--- src/rtl/game_pkg.sv ---
// Shared types and constants for the counter-game host sequencer.
package game_pkg;

  typedef enum logic [1:0] {
    ST_IDLE,
    ST_LOAD,
    ST_PLAY,
    ST_REPORT
  } player_state_t;

  localparam logic [1:0] WHO_NONE = 2'd0;
  localparam logic [1:0] WHO_LOSE = 2'd1;
  localparam logic [1:0] WHO_WIN  = 2'd2;

  localparam logic [1:0] MODE_INC1 = 2'd0;
  localparam logic [1:0] MODE_INC2 = 2'd1;
  localparam logic [1:0] MODE_DEC1 = 2'd2;
  localparam logic [1:0] MODE_DEC2 = 2'd3;

  function automatic logic who_legal(input logic [1:0] who);
    return (who == WHO_WIN) || (who == WHO_LOSE);
  endfunction

endpackage

--- src/rtl/game_player_if.sv ---
// Command, game-core and result signals between a host and the game player.
interface game_player_if #(
  parameter int N  = 4,
  parameter int RW = 8
);
  logic          cmd_valid;
  logic          cmd_ready;
  logic [N-1:0]  cmd_init_val;
  logic [1:0]    cmd_control;
  logic [RW-1:0] cmd_rounds;

  logic          game_init;
  logic [N-1:0]  game_initial_val;
  logic [1:0]    game_control;
  logic          game_gameover;
  logic [1:0]    game_who;

  logic          res_valid;
  logic          res_ready;
  logic [RW-1:0] res_wins;
  logic [RW-1:0] res_losses;
  logic          res_error;

  modport master (
    output cmd_valid, cmd_init_val, cmd_control, cmd_rounds,
    input  cmd_ready,
    input  game_init, game_initial_val, game_control,
    output game_gameover, game_who,
    input  res_valid, res_wins, res_losses, res_error,
    output res_ready
  );

  modport slave (
    input  cmd_valid, cmd_init_val, cmd_control, cmd_rounds,
    output cmd_ready,
    output game_init, game_initial_val, game_control,
    input  game_gameover, game_who,
    output res_valid, res_wins, res_losses, res_error,
    input  res_ready
  );
endinterface

--- src/rtl/game_watchdog.sv ---
// Per-round cycle counter; expired flags the last allowed PLAY cycle.
module game_watchdog #(
  parameter int TIMEOUT = 1024
) (
  input  logic clk,
  input  logic rst,
  input  logic clr,
  input  logic en,
  output logic expired
);
  localparam int W = (TIMEOUT > 1) ? $clog2(TIMEOUT) : 1;
  localparam logic [W-1:0] LAST = W'(TIMEOUT - 1);

  logic [W-1:0] count_q, count_d;

  assign expired = (count_q == LAST);

  // Holds at the terminal value so an enabled counter can never wrap.
  always_comb begin
    count_d = count_q;
    if (clr)
      count_d = '0;
    else if (en && !expired)
      count_d = count_q + 1'b1;
  end

  always_ff @(posedge clk) begin
    if (rst)
      count_q <= '0;
    else
      count_q <= count_d;
  end
endmodule

--- src/rtl/game_player.sv ---
// Plays a commanded number of rounds on the counter game and reports the tally.
// States: IDLE await command | LOAD pulse init | PLAY await verdict | REPORT hold result.
module game_player
  import game_pkg::*;
#(
  parameter int N       = 4,
  parameter int RW      = 8,
  parameter int TIMEOUT = 1024
) (
  input logic         clk,
  input logic         rst,
  game_player_if.slave bus
);
  player_state_t state_q, state_d;
  logic          cmd_ready_q, cmd_ready_d;
  logic          game_init_q, game_init_d;
  logic [N-1:0]  init_val_q, init_val_d;
  logic [1:0]    control_q, control_d;
  logic          res_valid_q, res_valid_d;
  logic [RW-1:0] wins_q, wins_d;
  logic [RW-1:0] losses_q, losses_d;
  logic          error_q, error_d;
  logic [RW-1:0] rounds_left_q, rounds_left_d;
  logic          wd_clr, wd_en, wd_expired;

  game_watchdog #(.TIMEOUT(TIMEOUT)) u_watchdog (
    .clk     (clk),
    .rst     (rst),
    .clr     (wd_clr),
    .en      (wd_en),
    .expired (wd_expired)
  );

  always_comb begin
    state_d       = state_q;
    cmd_ready_d   = cmd_ready_q;
    game_init_d   = 1'b0;
    init_val_d    = init_val_q;
    control_d     = control_q;
    res_valid_d   = res_valid_q;
    wins_d        = wins_q;
    losses_d      = losses_q;
    error_d       = error_q;
    rounds_left_d = rounds_left_q;
    wd_clr        = 1'b0;
    wd_en         = 1'b0;

    case (state_q)
      ST_IDLE: begin
        if (bus.cmd_valid && cmd_ready_q) begin
          init_val_d    = bus.cmd_init_val;
          control_d     = bus.cmd_control;
          rounds_left_d = bus.cmd_rounds;
          wins_d        = '0;
          losses_d      = '0;
          error_d       = 1'b0;
          cmd_ready_d   = 1'b0;
          if (bus.cmd_rounds == '0) begin
            state_d     = ST_REPORT;
            res_valid_d = 1'b1;
          end else begin
            state_d     = ST_LOAD;
            game_init_d = 1'b1;
          end
        end
      end

      ST_LOAD: begin
        wd_clr  = 1'b1;
        state_d = ST_PLAY;
      end

      ST_PLAY: begin
        wd_en = 1'b1;
        // A verdict on the expiry cycle takes priority over the timeout.
        if (bus.game_gameover) begin
          if (who_legal(bus.game_who)) begin
            if (bus.game_who == WHO_WIN)
              wins_d = wins_q + 1'b1;
            else
              losses_d = losses_q + 1'b1;
            rounds_left_d = rounds_left_q - 1'b1;
            if (rounds_left_q == RW'(1)) begin
              state_d     = ST_REPORT;
              res_valid_d = 1'b1;
            end else begin
              state_d     = ST_LOAD;
              game_init_d = 1'b1;
            end
          end else begin
            error_d     = 1'b1;
            state_d     = ST_REPORT;
            res_valid_d = 1'b1;
          end
        end else if (wd_expired) begin
          error_d     = 1'b1;
          state_d     = ST_REPORT;
          res_valid_d = 1'b1;
        end
      end

      ST_REPORT: begin
        if (bus.res_ready) begin
          state_d     = ST_IDLE;
          res_valid_d = 1'b0;
          cmd_ready_d = 1'b1;
          init_val_d  = '0;
          control_d   = MODE_INC1;
        end
      end

      default: state_d = ST_IDLE;
    endcase
  end

  always_ff @(posedge clk) begin
    if (rst) begin
      state_q       <= ST_IDLE;
      cmd_ready_q   <= 1'b1;
      game_init_q   <= 1'b0;
      init_val_q    <= '0;
      control_q     <= MODE_INC1;
      res_valid_q   <= 1'b0;
      wins_q        <= '0;
      losses_q      <= '0;
      error_q       <= 1'b0;
      rounds_left_q <= '0;
    end else begin
      state_q       <= state_d;
      cmd_ready_q   <= cmd_ready_d;
      game_init_q   <= game_init_d;
      init_val_q    <= init_val_d;
      control_q     <= control_d;
      res_valid_q   <= res_valid_d;
      wins_q        <= wins_d;
      losses_q      <= losses_d;
      error_q       <= error_d;
      rounds_left_q <= rounds_left_d;
    end
  end

  assign bus.cmd_ready        = cmd_ready_q;
  assign bus.game_init        = game_init_q;
  assign bus.game_initial_val = init_val_q;
  assign bus.game_control     = control_q;
  assign bus.res_valid        = res_valid_q;
  assign bus.res_wins         = wins_q;
  assign bus.res_losses       = losses_q;
  assign bus.res_error        = error_q;
endmodule

--- src/flat_wrapper.sv ---
// flat-port wrapper written by rule: the top's interface ports become plain ports
module game_player_flat import game_pkg::*;
#(
  parameter int N       = 4,
  parameter int RW      = 8,
  parameter int TIMEOUT = 1024
)
  (clk, rst, bus_cmd_valid, bus_cmd_init_val, bus_cmd_control, bus_cmd_rounds, bus_cmd_ready, bus_game_init, bus_game_initial_val, bus_game_control, bus_game_gameover, bus_game_who, bus_res_valid, bus_res_wins, bus_res_losses, bus_res_error, bus_res_ready);
  game_player_if #(.N(N), .RW(RW)) bus_i ();
  input logic clk;
  input logic rst;
  input wire logic [$bits(bus_i.cmd_valid)-1:0] bus_cmd_valid;
  input wire logic [$bits(bus_i.cmd_init_val)-1:0] bus_cmd_init_val;
  input wire logic [$bits(bus_i.cmd_control)-1:0] bus_cmd_control;
  input wire logic [$bits(bus_i.cmd_rounds)-1:0] bus_cmd_rounds;
  output wire logic [$bits(bus_i.cmd_ready)-1:0] bus_cmd_ready;
  output wire logic [$bits(bus_i.game_init)-1:0] bus_game_init;
  output wire logic [$bits(bus_i.game_initial_val)-1:0] bus_game_initial_val;
  output wire logic [$bits(bus_i.game_control)-1:0] bus_game_control;
  input wire logic [$bits(bus_i.game_gameover)-1:0] bus_game_gameover;
  input wire logic [$bits(bus_i.game_who)-1:0] bus_game_who;
  output wire logic [$bits(bus_i.res_valid)-1:0] bus_res_valid;
  output wire logic [$bits(bus_i.res_wins)-1:0] bus_res_wins;
  output wire logic [$bits(bus_i.res_losses)-1:0] bus_res_losses;
  output wire logic [$bits(bus_i.res_error)-1:0] bus_res_error;
  input wire logic [$bits(bus_i.res_ready)-1:0] bus_res_ready;
  assign bus_i.cmd_valid = bus_cmd_valid;
  assign bus_i.cmd_init_val = bus_cmd_init_val;
  assign bus_i.cmd_control = bus_cmd_control;
  assign bus_i.cmd_rounds = bus_cmd_rounds;
  assign bus_cmd_ready = bus_i.cmd_ready;
  assign bus_game_init = bus_i.game_init;
  assign bus_game_initial_val = bus_i.game_initial_val;
  assign bus_game_control = bus_i.game_control;
  assign bus_i.game_gameover = bus_game_gameover;
  assign bus_i.game_who = bus_game_who;
  assign bus_res_valid = bus_i.res_valid;
  assign bus_res_wins = bus_i.res_wins;
  assign bus_res_losses = bus_i.res_losses;
  assign bus_res_error = bus_i.res_error;
  assign bus_i.res_ready = bus_res_ready;
  game_player #(.N(N), .RW(RW), .TIMEOUT(TIMEOUT)) u_core (.clk(clk), .rst(rst), .bus(bus_i));
endmodule
--- config.mk ---
export PLATFORM = sky130hd
export DESIGN_NAME = game_player_flat
export DESIGN_NICKNAME = d
export VERILOG_FILES = /design/src/rtl/game_pkg.sv /design/src/rtl/game_player_if.sv /design/src/rtl/game_watchdog.sv /design/src/rtl/game_player.sv /design/src/flat_wrapper.sv
export SDC_FILE = /design/constraint.sdc
export NUM_CORES = 1
export LEC_CHECK = 0
export ABC_AREA = 0
export CORE_ASPECT_RATIO = 1.4
export CORE_MARGIN = 4
export CORE_UTILIZATION = 53
export CTS_BUF_LIST = sky130_fd_sc_hd__clkbuf_2
export DETAILED_ROUTE_END_ITERATION = 6
export PLACE_DENSITY = 0.86
export SYNTH_ARGS = -nofsm -noshare
export SYNTH_HDL_FRONTEND = slang
export SYNTH_HIERARCHICAL = 1
export SYNTH_SLANG_ARGS = --single-unit
export TNS_END_PERCENT = 10
--- constraint.sdc ---
create_clock -name clk -period 2.1 [get_ports clk]
set_input_delay 0.21 -clock clk [delete_from_list [all_inputs] [get_ports clk]]
set_output_delay 0.21 -clock clk [all_outputs]
set_load 0.01 [all_outputs]
Word-level counts from Yosys, hierarchy flattened
Index checks and enable logic that the tools add are counted.
{"block": "op_classes", "n_eq_ne": 17, "addsub": 4, "reduce_logical": 17, "muxes": 48}
{"operator": "8-bit 2-to-1 mux", "n": 10}
{"operator": "8-bit case mux with 2 select lines", "n": 3}
{"operator": "1-bit 2-to-1 mux", "n": 18}
{"operator": "8-bit by 1-bit adder with 8-bit output, second input constant", "n": 2}
{"operator": "2-bit 2-to-1 mux", "n": 8}
{"operator": "10-bit by 1-bit adder with 10-bit output, second input constant", "n": 1}
{"operator": "10-bit == test, second input constant", "n": 1}
{"operator": "5-bit AND reduction", "n": 2}
{"operator": "8-bit by 1-bit == test with 1-bit output, second input constant", "n": 1}
{"operator": "8-bit logical NOT", "n": 1}
{"operator": "4-bit 2-to-1 mux", "n": 2}
{"operator": "2-bit by 1-bit != test with 1-bit output, second input constant", "n": 4}
{"operator": "2-bit case mux with 4 select lines", "n": 1}
{"operator": "4-bit case mux with 2 select lines", "n": 1}
{"operator": "4-bit AND reduction", "n": 2}
{"operator": "8-bit by 1-bit subtractor with 8-bit output, second input constant", "n": 1}
{"operator": "2-bit == test, second input constant", "n": 3}
{"operator": "2-bit != test, second input constant", "n": 3}
{"operator": "3-bit != test, second input constant", "n": 2}
{"operator": "1-bit case mux with 2 select lines", "n": 3}
{"operator": "3-bit AND reduction", "n": 2}
{"operator": "6-bit AND reduction", "n": 1}
{"operator": "2-bit by 1-bit == test with 1-bit output, second input constant", "n": 2}
{"operator": "4-bit != test, second input constant", "n": 1}
{"operator": "9 further kinds", "n": 11}
{"block": "totals", "input_bits": 21, "word_cells": 97, "output_inout_bits": 26, "ff_bits": 46}

Longest topological paths before layout
Gate-level depths: netlist (run 1).
{"block": "depth", "word_depth": 5, "ltp_mapped": 9, "ltp_nobuf": 8}

Modules after synthesis
The synthesis (run 1) kept the hierarchy.
{"mod": "game_player", "instances": 1, "seq_area_each_um2": 720.7, "area_per_inst_um2": 1795.5, "cells_per_inst": 217}
{"mod": "game_watchdog", "instances": 1, "seq_area_each_um2": 200.2, "area_per_inst_um2": 543.0, "cells_per_inst": 59}

Least setup slack after synthesis (run 1)
OpenSTA, ideal clock, no wires.
{"block": "synth_path", "kind": "reg-to-reg", "start": "reg u_core.state_q[0]", "end": "reg u_core.u_watchdog.count_q[5]", "path_stages_with_launch": 9, "setup_ns": 0.070, "period_less_slack_ns": 1.785, "path_buffers": 3, "slack_ns": 0.315, "arrival_time_ns": 1.715, "required_ns": 2.030, "cell_sequence": "dfxtp_1 -> buf_2 -> nand2b_1 -> inv_1 -> buf_2 -> buf_4 -> o31ai_4 -> or4_1 -> a21oi_1"}
{"block": "synth_via", "elab_chain_len": 3, "elab_cells_between_ends": 6, "cone_classes": "eq/ne (2); mux (2); reduce/logical (2)"}
{"element": "from (decl)", "line": "game_player.sv:14", "text": "player_state_t state_q, state_d;"}
{"element": "from (signal assigned)", "line": "game_player.sv:129", "text": "state_q <= state_d;"}
{"element": "2-bit by 1-bit == test with 1-bit output or 2-bit == test (tied branches)", "line": "game_player.sv:48", "text": "case (state_q)"}
{"element": "1-bit 2-to-1 mux", "line": "game_player.sv:48"}
{"element": "2-bit OR reduction (no source line) or 1-bit logical AND (tied branches)"}
{"element": "to (signal assigned)", "line": "game_watchdog.sv:31", "text": "count_q <= count_d;"}
{"element": "to (decl)", "line": "game_watchdog.sv:14", "text": "logic [W-1:0] count_q, count_d;"}
Parallel ways exist; a longest one is shown, timed or not.
A chain may end at the register's enable or synchronous reset.

Worst setup path after layout (run 1)
{"block": "layout_path", "start": "reg u_core.u_watchdog.count_q[1]", "end": "reg u_core.res_valid_q, in the netlist u_core/bus.res_valid"}
{"block": "layout_via", "elab_chain_len": 3}
{"element": "10-bit == test", "line": "game_watchdog.sv:16", "text": "assign expired = (count_q == LAST);"}
{"element": "named net u_core.wd_expired", "line": "game_player.sv:24", "text": "logic wd_clr, wd_en, wd_expired;"}
{"element": "3-bit != test (no source line)"}
{"element": "6-bit AND reduction (no source line)"}
{"element": "to (signal assigned)", "line": "game_player.sv:134", "text": "res_valid_q <= res_valid_d;"}
{"element": "to (decl)", "line": "game_player.sv:19", "text": "logic res_valid_q, res_valid_d;"}
The timed path passes the listed nets, and every way through them passes these cells.

==> results of run 1 <==
-- logic make-up after synthesis --
family                   Yosys count  share of synthesized area
multiplexers                       2                   0.008561
AO/OA/AOI/OAI                     78                     0.2210
AND/OR/NAND/NOR                  112                     0.2691
XOR/XNOR                           9                    0.03371
flip-flops                        46                     0.3938
adder cells (fa/ha/maj)            6                    0.03210
buffers and inverters             23                    0.04173
-- Yosys cell counts (all sizes together), types with 4 or more instances --
master / n
nand3: 13
nand2b: 4
xnor2: 5
a21oi: 28
or4: 4
clkbuf: 9
ha: 6
nor2: 33
xor2: 4
a22oi: 6
buf: 5
nand4: 6
inv: 9
nand2: 17
dfxtp: 46
o31ai: 7
o21ai: 11
a31oi: 6
or3: 5
nor3: 8
-- metal layers --
metal | GRT usage | share of wire | vias up
li1 | - | - | 1128
met4 | 0.07115 | 0.014 | 0
met3 | 0.04150 | 0.041 | 8
met2 | 0.3960 | 0.55 | 53
met5 | 0 | 0 | -
met1 | 0.2279 | 0.40 | 1083
-- registers in the layout, summed over array words and instances (netlist names) --
name                         flops
u_core/bus.game_init             1
u_core/bus.res_losses            8
u_core/bus.game_initial_val      4
u_core/u_watchdog/count_q       10
u_core/bus.res_wins              8
u_core/bus.res_error             1
u_core/bus.res_valid             1
u_core/bus.game_control          2
u_core/bus.cmd_ready             1
u_core/state_q                   2
u_core/rounds_left_q             8
-- critical path: cells and delay by family, from the launching register on --
family,cells,cell delay (ns)
AOI/OAI and AO/OA,2,0.45
adders and majority gates,1,0.21
and+or+nand+nor,4,0.77
DFF,1,0.42
buffers and inverters,1,0.07
-- what timing repair did --
item | 4_1_cts | 5_1_grt
endpoints found under the setup margin | 0 | 1
gates resized for setup | 0 | 1
hold endpoints to repair | 0 | 0
-- metrics by stage --
step	utilization	instances	worst slack, ns	instance area, µm²
6_report	0.7060	393	0.1432	2993
4_1_cts	0.7045	393	0.1282	2987
3_5_place_dp	0.6963	386	-0.1480	2952
3_3_place_gp	0.6963	386	-0.06611	2952
5_1_grt	0.7060	393	-0.001820	2993
2_1_floorplan	-	276	0.3150	2338
-- worst paths after layout --
check | startpoint | endpoint | slack (ns) | cells past startpoint
setup / recovery | u_core/u_watchdog/count_q[1] | u_core/bus.res_valid | 0.14 | 8
setup reg to reg | u_core/u_watchdog/count_q[1] | u_core/bus.res_valid | 0.14 | 8
hold / removal | bus_cmd_init_val[1] | u_core/bus.game_initial_val[1] | 0.42 | 3
hold reg to reg | u_core/bus.res_losses[7] | u_core/bus.res_losses[7] | 0.50 | 2
-- final cells by class --
class                      instances  area (µm²)  share of cell area
clock buffer                       5       25.02            0.008361
inverter                           9       33.78             0.01129
multi-input combinational        207        1333              0.4452
sequential                        46       920.9              0.3077
tap                               60       75.07             0.02508
timing repair buffer              64       595.6              0.1990
clock inverter                     2       10.01            0.003344
-- power breakdown --
| part | internal [W] | switching [W] |
|---|---|---|
| sequential | 0.000925 | 0.0000541 |
| clock | 0.0000722 | 0.000275 |
| combinational | 0.000231 | 0.000254 |
==> run metrics, run 1 <==
Clock transition at path regs 0.22 ns; fillers 340; antenna cell count 0; Total Routing Usage GR 0.2089; Synth-to-Final Area Change 27.98%; Setup crit end kind register; FMAX 0.5110 GHz; Die X 64.14 µm; top-area cell type share of the netlist area 0.3938; ys flop type dfxtp_1; crit path max fanout 4; synthesized cell area 2338 µm²; core area 4239 µm²; vias per cell 5.781; Routed Antenna Nets 0; I/O Buffers 46; IO Count 47; post-cts hold buffer count 0; hold violation count in the final report 0; global route total overflow 0; setup bufs post-CTS 0; Slew Viols, Final 0; Synth area leaders dfxtp_1 39%, a21oi_1 6.0%, nor2_1 5.3%; Final nets 360; Final HPWL DP 4.264 mm; first-pass GRT wire length 9.404 mm; Final Hold Slack 0.4194 ns; Clk Tree Root Cell clkbuf_2; status completed; Seq/Total Area, Yosys 0.3938; Hold Crit Class input port to register; syn nets 303; CP Class register to register; Tmin final 1.957 ns; Tot Pwr 0.001812 W; DIE AREA 5554 µm²; Pre-antenna DRT Iters 4; largest area contributor in the netlist dfxtp_1; Synth async-reset ratio 0; commonest non-fill, non-tap cells in the layout 46 x clkdlybuf4s50_1, 46 x dfxtp_1, 33 x nor2_1; Initial Util 0.5517; synthesized area per cell 8.473 µm²; # Max-Cap Violations 0; drt initial violations 146; PwrDens 605.3 nW/µm²; CP max-delay cell dfxtp_1; share of cells above drive strength 1 0.1081; Crit path arrival time 2.32 ns; Startpoint Class register; routed length per instance 14.34 µm; Placer Congestion 0.8990; Worst Clk Skew 0.01789 ns; Yosys warnings 6; Vias 2272; DRC 0; critical path data required time 2.46 ns; Tcrit/Tclk final 0.9318; Worst path max stage delay 0.42 ns; clk sinks 46; Worst slew margin 0.5819; DIE HEIGHT 86.60 µm; Clock Latency Late Sink 0.41 ns; Leak Pwr 1.063 nW; row cnt 28; Worst Tran Pin Value 0.6224 ns; final WL 5.637 mm; CP Cell Sequence ha_1 > nand2_1 > or3_4 > inv_1 > nor2_1 > a211o_1 > nor4_2 > a21o_1; Num CTS Buffers 5; final setup fails 0; setup_tns 0 ns; vias in the first global route 2182; Synth Register Bits 46; Peak VDD IR 374.5 µV; initial antenna violation count 0; clk buf depth 2; EDFF count, synth 0; Mapped Cells 276; CTS H-tree lvls 2; Unique masters post-synth 53; largest net degree at the start of global routing 17; CTS tree done
No activity file was read; power rests on OpenSTA's default activity.
==> run 2, diff against run 1 <==
--- a/config.mk
+++ b/config.mk
@@ -16,4 +16,4 @@
 export SYNTH_HDL_FRONTEND = slang
 export SYNTH_HIERARCHICAL = 1
 export SYNTH_SLANG_ARGS = --single-unit
-export TNS_END_PERCENT = 10
+export TNS_END_PERCENT = 1
==> results of run 2 <==
The final DEF is identical to that of run 1; final timing and power are the same.
